[config.mk]
export PLATFORM = sky130hd
export DESIGN_NAME = data_mem_responder
export DESIGN_NICKNAME = d
export VERILOG_FILES = /design/src/rtl/cpu_pkg.sv /design/src/rtl/mem_array.sv /design/src/rtl/data_mem_responder.sv
export SDC_FILE = /design/constraint.sdc
export NUM_CORES = 1
export LEC_CHECK = 0
export ABC_AREA = 1
export CORE_MARGIN = 8
export CORE_UTILIZATION = 55
export CTS_CLUSTER_DIAMETER = 80
export DETAILED_ROUTE_END_ITERATION = 12
export GPL_ROUTABILITY_DRIVEN = 0
export PLACE_DENSITY_LB_ADDON = 0.05
export SYNTH_ARGS = -nofsm -noshare
export SYNTH_HDL_FRONTEND = slang
export SYNTH_SLANG_ARGS = --single-unit
[constraint.sdc]
create_clock -name clk -period 1.9 [get_ports clk]
set_input_delay 0.38 -clock clk [delete_from_list [all_inputs] [get_ports clk]]
set_output_delay 0.38 -clock clk [all_outputs]
set_load 0.01 [all_outputs]
[src/rtl/cpu_pkg.sv]
// rtl/cpu_pkg.sv - shared types and address helpers for the data memory responder
package cpu_pkg;

   localparam int WIDTH_DEF = 32;

   typedef enum logic [1:0] {
      IDLE,
      WAIT,
      RESP
   } state_t;

   function automatic logic [63:0] word_index(input logic [63:0] addr);
      return addr >> 2;
   endfunction

   // Misaligned byte address or word index past the end of the array
   function automatic logic addr_error(input logic [63:0] addr, input int unsigned depth);
      return (addr[1:0] != 2'b00) || ((addr >> 2) >= 64'(depth));
   endfunction

endpackage

[src/rtl/mem_array.sv]
// rtl/mem_array.sv - word storage with one sync write port, one comb read port, debug taps
module mem_array #(
   parameter int WIDTH = 32,
   parameter int DEPTH = 16,
   localparam int AW   = $clog2(DEPTH)
) (
   input  logic             clk,
   input  logic             rst,
   input  logic             i_we,
   input  logic [AW-1:0]    i_waddr,
   input  logic [WIDTH-1:0] i_wdata,
   input  logic [AW-1:0]    i_raddr,
   output logic [WIDTH-1:0] o_rdata,
   output logic [WIDTH-1:0] o_word0,
   output logic [WIDTH-1:0] o_word1
);

   logic [WIDTH-1:0] r_mem [DEPTH];

   always_ff @(posedge clk or negedge rst) begin
      if (!rst) begin
         for (int i = 0; i < DEPTH; i++) begin
            r_mem[i] <= '0;
         end
      end else if (i_we) begin
         r_mem[i_waddr] <= i_wdata;
      end
   end

   assign o_rdata = r_mem[i_raddr];
   assign o_word0 = r_mem[0];
   assign o_word1 = r_mem[1];

endmodule

[src/rtl/data_mem_responder.sv]
// rtl/data_mem_responder.sv - valid/ready load/store responder with wait-state latency
module data_mem_responder
   import cpu_pkg::*;
#(
   parameter int WIDTH   = WIDTH_DEF,
   parameter int DEPTH   = 16,
   parameter int LATENCY = 2
) (
   input  logic             clk,
   input  logic             rst,
   input  logic             req_valid,
   output logic             req_ready,
   input  logic             req_we,
   input  logic [WIDTH-1:0] req_addr,
   input  logic [WIDTH-1:0] req_wdata,
   output logic             resp_valid,
   input  logic             resp_ready,
   output logic [WIDTH-1:0] resp_rdata,
   output logic             resp_err,
   output logic [WIDTH-1:0] out_reg0,
   output logic [WIDTH-1:0] out_reg1
);

   localparam int AW = $clog2(DEPTH);

   state_t           r_state;
   state_t           w_next;
   logic [3:0]       r_cnt;
   logic             r_we;
   logic [WIDTH-1:0] r_addr;
   logic [WIDTH-1:0] r_wdata;
   logic [WIDTH-1:0] r_rdata;
   logic             r_err;

   logic             w_accept;
   logic             w_done;
   logic             w_err;
   logic [AW-1:0]    w_idx;
   logic             w_mem_we;
   logic [WIDTH-1:0] w_mem_rdata;

   assign w_accept = req_valid && req_ready;
   assign w_done   = (r_state == WAIT) && (r_cnt == 4'd0);
   assign w_err    = addr_error(64'(r_addr), DEPTH);
   assign w_idx    = AW'(word_index(64'(r_addr)));
   // The edge leaving WAIT is the single commit point for stores
   assign w_mem_we = w_done && r_we && !w_err;

   mem_array #(
      .WIDTH(WIDTH),
      .DEPTH(DEPTH)
   ) u_mem (
      .clk     (clk),
      .rst     (rst),
      .i_we    (w_mem_we),
      .i_waddr (w_idx),
      .i_wdata (r_wdata),
      .i_raddr (w_idx),
      .o_rdata (w_mem_rdata),
      .o_word0 (out_reg0),
      .o_word1 (out_reg1)
   );

   always_ff @(posedge clk or negedge rst) begin
      if (!rst) begin
         r_state <= IDLE;
      end else begin
         r_state <= w_next;
      end
   end

   always_comb begin
      w_next     = r_state;
      req_ready  = 1'b0;
      resp_valid = 1'b0;
      case (r_state)
         IDLE: begin
            req_ready = rst;
            if (req_valid) begin
               w_next = WAIT;
            end
         end
         WAIT: begin
            if (r_cnt == 4'd0) begin
               w_next = RESP;
            end
         end
         RESP: begin
            resp_valid = 1'b1;
            if (resp_ready) begin
               w_next = IDLE;
            end
         end
         default: w_next = IDLE;
      endcase
   end

   always_ff @(posedge clk or negedge rst) begin
      if (!rst) begin
         r_cnt   <= 4'd0;
         r_we    <= 1'b0;
         r_addr  <= '0;
         r_wdata <= '0;
         r_rdata <= '0;
         r_err   <= 1'b0;
      end else begin
         if (w_accept) begin
            r_we    <= req_we;
            r_addr  <= req_addr;
            r_wdata <= req_wdata;
            r_cnt   <= 4'(LATENCY);
         end else if ((r_state == WAIT) && (r_cnt != 4'd0)) begin
            r_cnt <= r_cnt - 4'd1;
         end

         if (w_done) begin
            r_err   <= w_err;
            r_rdata <= w_err ? '0 : (r_we ? r_wdata : w_mem_rdata);
         end else if ((r_state == RESP) && resp_ready) begin
            r_err <= 1'b0;
         end
      end
   end

   assign resp_rdata = r_rdata;
   assign resp_err   = r_err;

endmodule

==> flow_metrics.tcl <==
set metrics [dict create \
    outcome "finished with violations" \
    failed_checks "negative setup slack" \
    min_path_cells 3 \
    ys_top_cells_by_count "nand2_1 (2539), dfrtp_1 (616), nand4_1 (513)" \
    ys_warn_count 0 \
    relSlewSlack_pct 26.9 \
    dr.pass1.iters 6 \
    cts_inserted_buffers 70 \
    crit_required_ps 2390 \
    finalMaxSlewViolations 0 \
    fin_crit_ps 2060 \
    std_cell_rows 90 \
    area_delta_synth_final_pct 23.9 \
    tritoncts "done" \
    fin_crit_sh_pct 109 \
    tightest_slew_ps 1100 \
    syn_area_um2 33500 \
    core-area_um2 60200 \
    p_leak_nw 22.4 \
    wire_per_inst_um 20.3 \
    grt_max_degree 166 \
    maxCapViolations 0 \
    setup_slack_ps -162 \
    hpwlAfterDp_um 71600 \
    cp-start-kind "register" \
    ys_ff_latch 616 \
    clock_latency_ps 610 \
    fp.dieH_um 263 \
    htree_num_levels 3 \
    pwr_density_cell_nw_per_um2 1220 \
    io_pins 168 \
    grt_pass1_vias 30600 \
    gr-total-overflow 0 \
    cts_buffer_depth 3 \
    fin_skew_ps 24.9 \
    final_net_count 5059 \
    syn-num-nets 4943 \
    hold_path_class "primary input to register" \
    whs_ps 299 \
    worstReg2RegStart "r_cnt[1]" \
    synth_area_leaders "dfrtp_1 (46%), nand2_1 (28%), nand4_1 (9.6%)" \
    numClockSinks 616 \
    max_clock_freq_mhz 485 \
    antenna_found_initial 2 \
    die_area_um2 69000 \
    clk_pin_slew_ps 60 \
    drc_errors 0 \
    setup_viol 579 \
    synth_top_area_share_pct 46.0 \
    ys_seq_area_share_pct 46.0 \
    timing.rr.end "u_mem.r_mem[4]" \
    synth_top_cell_by_area "dfrtp_1" \
    grt_usage_pct 32.5 \
    synth_ff_type "dfrtp_1" \
    hold_violations 0 \
    syn-instance-count 4872 \
    die_w_um 263 \
    start_util_pct 55.6 \
    fillCellCount 5006 \
    critical_path_class "register to register" \
    via_count 32600 \
    crit_fanout 5 \
    yosysMostFrequentCell "nand2_1" \
    ant_nets 0 \
    root_buffer "clkbuf_16" \
    drive_above_1_share_pct 12.1 \
    rsz0062_at_grt "true" \
    drt-total-wl_um 118000 \
    drt_iter0_drc 3963 \
    grt_pass1_wl_um 180000 \
    avgSynthCellArea_um2 6.87 \
    crit_path_end_kind "register" \
    worstPathArrival_ps 2560 \
    finalSetupTns_ps -53390 \
    reg2regPathDepth 13 \
    r2r_slack_ps -160 \
    synth_cell_types 23 \
    ys_async_sr_fraction_pct 100 \
    min_from "req_addr[6]" \
    holdPathEnd "r_addr[6]" \
    vdd_drop_max_v 0.000775 \
    vias_per_cell 5.60 \
    n_antenna_cell 0 \
    synth-edff-count 0 \
    io_buffer_count 167 \
]
## how the worst max path moves through the flow
| stage | start | endpoint | slack [ps] | depth (start not counted) |
|---|---|---|---|---|
| after CTS | r_cnt[1] | u_mem.r_mem[3] | -190 | 12 |
| after global routing | r_cnt[1] | u_mem.o_word0[8] | -250 | 12 |
| after global placement | r_cnt[1] | u_mem.r_mem[117] | -240 | 11 |
| after floorplan | r_cnt[0] | u_mem.o_word0[10] | 120 | 11 |
| after detailed placement | r_cnt[1] | u_mem.r_mem[108] | -300 | 11 |
| final | r_cnt[1] | u_mem.r_mem[4] | -160 | 13 |
## cells in the final DEF, fill, tap and decap left out, types with 2 or more instances in the layout
cell type and count:
o21ai_0 9, dlygate4sd2_1 6, nand3_2 5, dlygate4sd3_1 3, buf_6 21, inv_2 11
o21bai_1 32, dfrtp_4 2, buf_8 7, clkbuf_16 94, bufinv_16 4, a21oi_1 4
nand2_2 71, nand3_4 12, buf_16 17, nand2_1 2439, dfrtp_1 607, inv_1 454
nand4_1 513, clkbuf_8 13, buf_4 170, nor2_2 13, clkinvlp_4 2, clkdlybuf4s50_1 158
nand3_1 4, nor2_4 8, dfrtp_2 7, clkinv_2 10, clkbuf_1 14, nor2_1 148
buf_12 102, nand2_4 29, o21ai_1 32
## layout make-up
class	instances	area [um2]	area share (%)
repair buffers	509	6410	15.5
clock buffers	98	2010	4.84
well taps	782	978	2.36
inverters	467	1760	4.25
flip-flops and latches	616	15400	37.2
multi-input cells	3324	14700	35.4
clock inverters	18	203	0.489
## registers in the layout, summed over array words and instances, names as in the netlist
signal	flops
u_mem.o_word1	32
r_state	2
r_wdata	32
r_we	1
u_mem.o_word0	32
resp_rdata	32
r_cnt	4
r_addr	32
resp_err	1
u_mem.r_mem	448
## worst max-delay path, stage by stage, from the launching register on
cell and delay [ps]:
dfrtp_1 380, inv_2 80, ha_4 130, nand3_4 60, nor3_4 220, inv_2 90
nor2_4 130, buf_12 140, buf_12 130, nand3_4 120, buf_12 170, clkbuf_16 160
nand2_1 70, nand2_1 60
## logic make-up (layout without fill, tap and decap cells)
logic type | after synthesis | in the layout | share of synthesized area (%)
buffers and inverters | 932 | 1092 | 12.0
AOI/OAI and AO/OA | 78 | 78 | 1.41
and+or+nand+nor | 3244 | 3244 | 40.5
DFF | 616 | 616 | 46.0
adders and majority gates | 2 | 2 | 0.0747
## through the flow
stage | setup slack [ps] | utilization, % | power (mW) | instance area (um2) | std cells
after floorplan | 116 | - | 27.0 | 33500 | 4872
after global placement | -244 | 61.5 | 35.9 | 37000 | 5618
after detailed placement | -298 | 61.5 | 36.0 | 37000 | 5618
after CTS | -192 | 66.7 | 49.9 | 40200 | 5774
after global routing | -246 | 68.8 | 53.1 | 41500 | 5814
final | -162 | 68.8 | 50.6 | 41500 | 5814
## report_power, final
part           switching [mW]  total (mW)  leakage (nW)  internal, mW
Combinational            14.5        22.1          12.8          7.59
Clock                    5.54        13.4          1.09          7.87
Sequential               1.21        15.1          8.49          13.8
Total                    21.3        50.6          22.4          29.3
## per-layer routing
layer	global-route usage, %	up-vias	part of all wire, %
li1	-	15200	-
met1	44.5	15500	41
met2	50.8	1607	45
met3	5.33	254	9.3
met4	13.8	0	4.0
met5	0	-	0
## what timing repair did
action / 4_1_cts / 5_1_grt
cloned: 12 / 27
pin swaps: 50 / 57
hold buffers: 3 / 0
gates resized for setup: 100 / 171
endpoints found under the setup margin: 611 / 633
buffers inserted: 25 / 14
endpoints found under the hold margin: 126 / 0
Note: power is estimated with default switching activity, not from simulation.
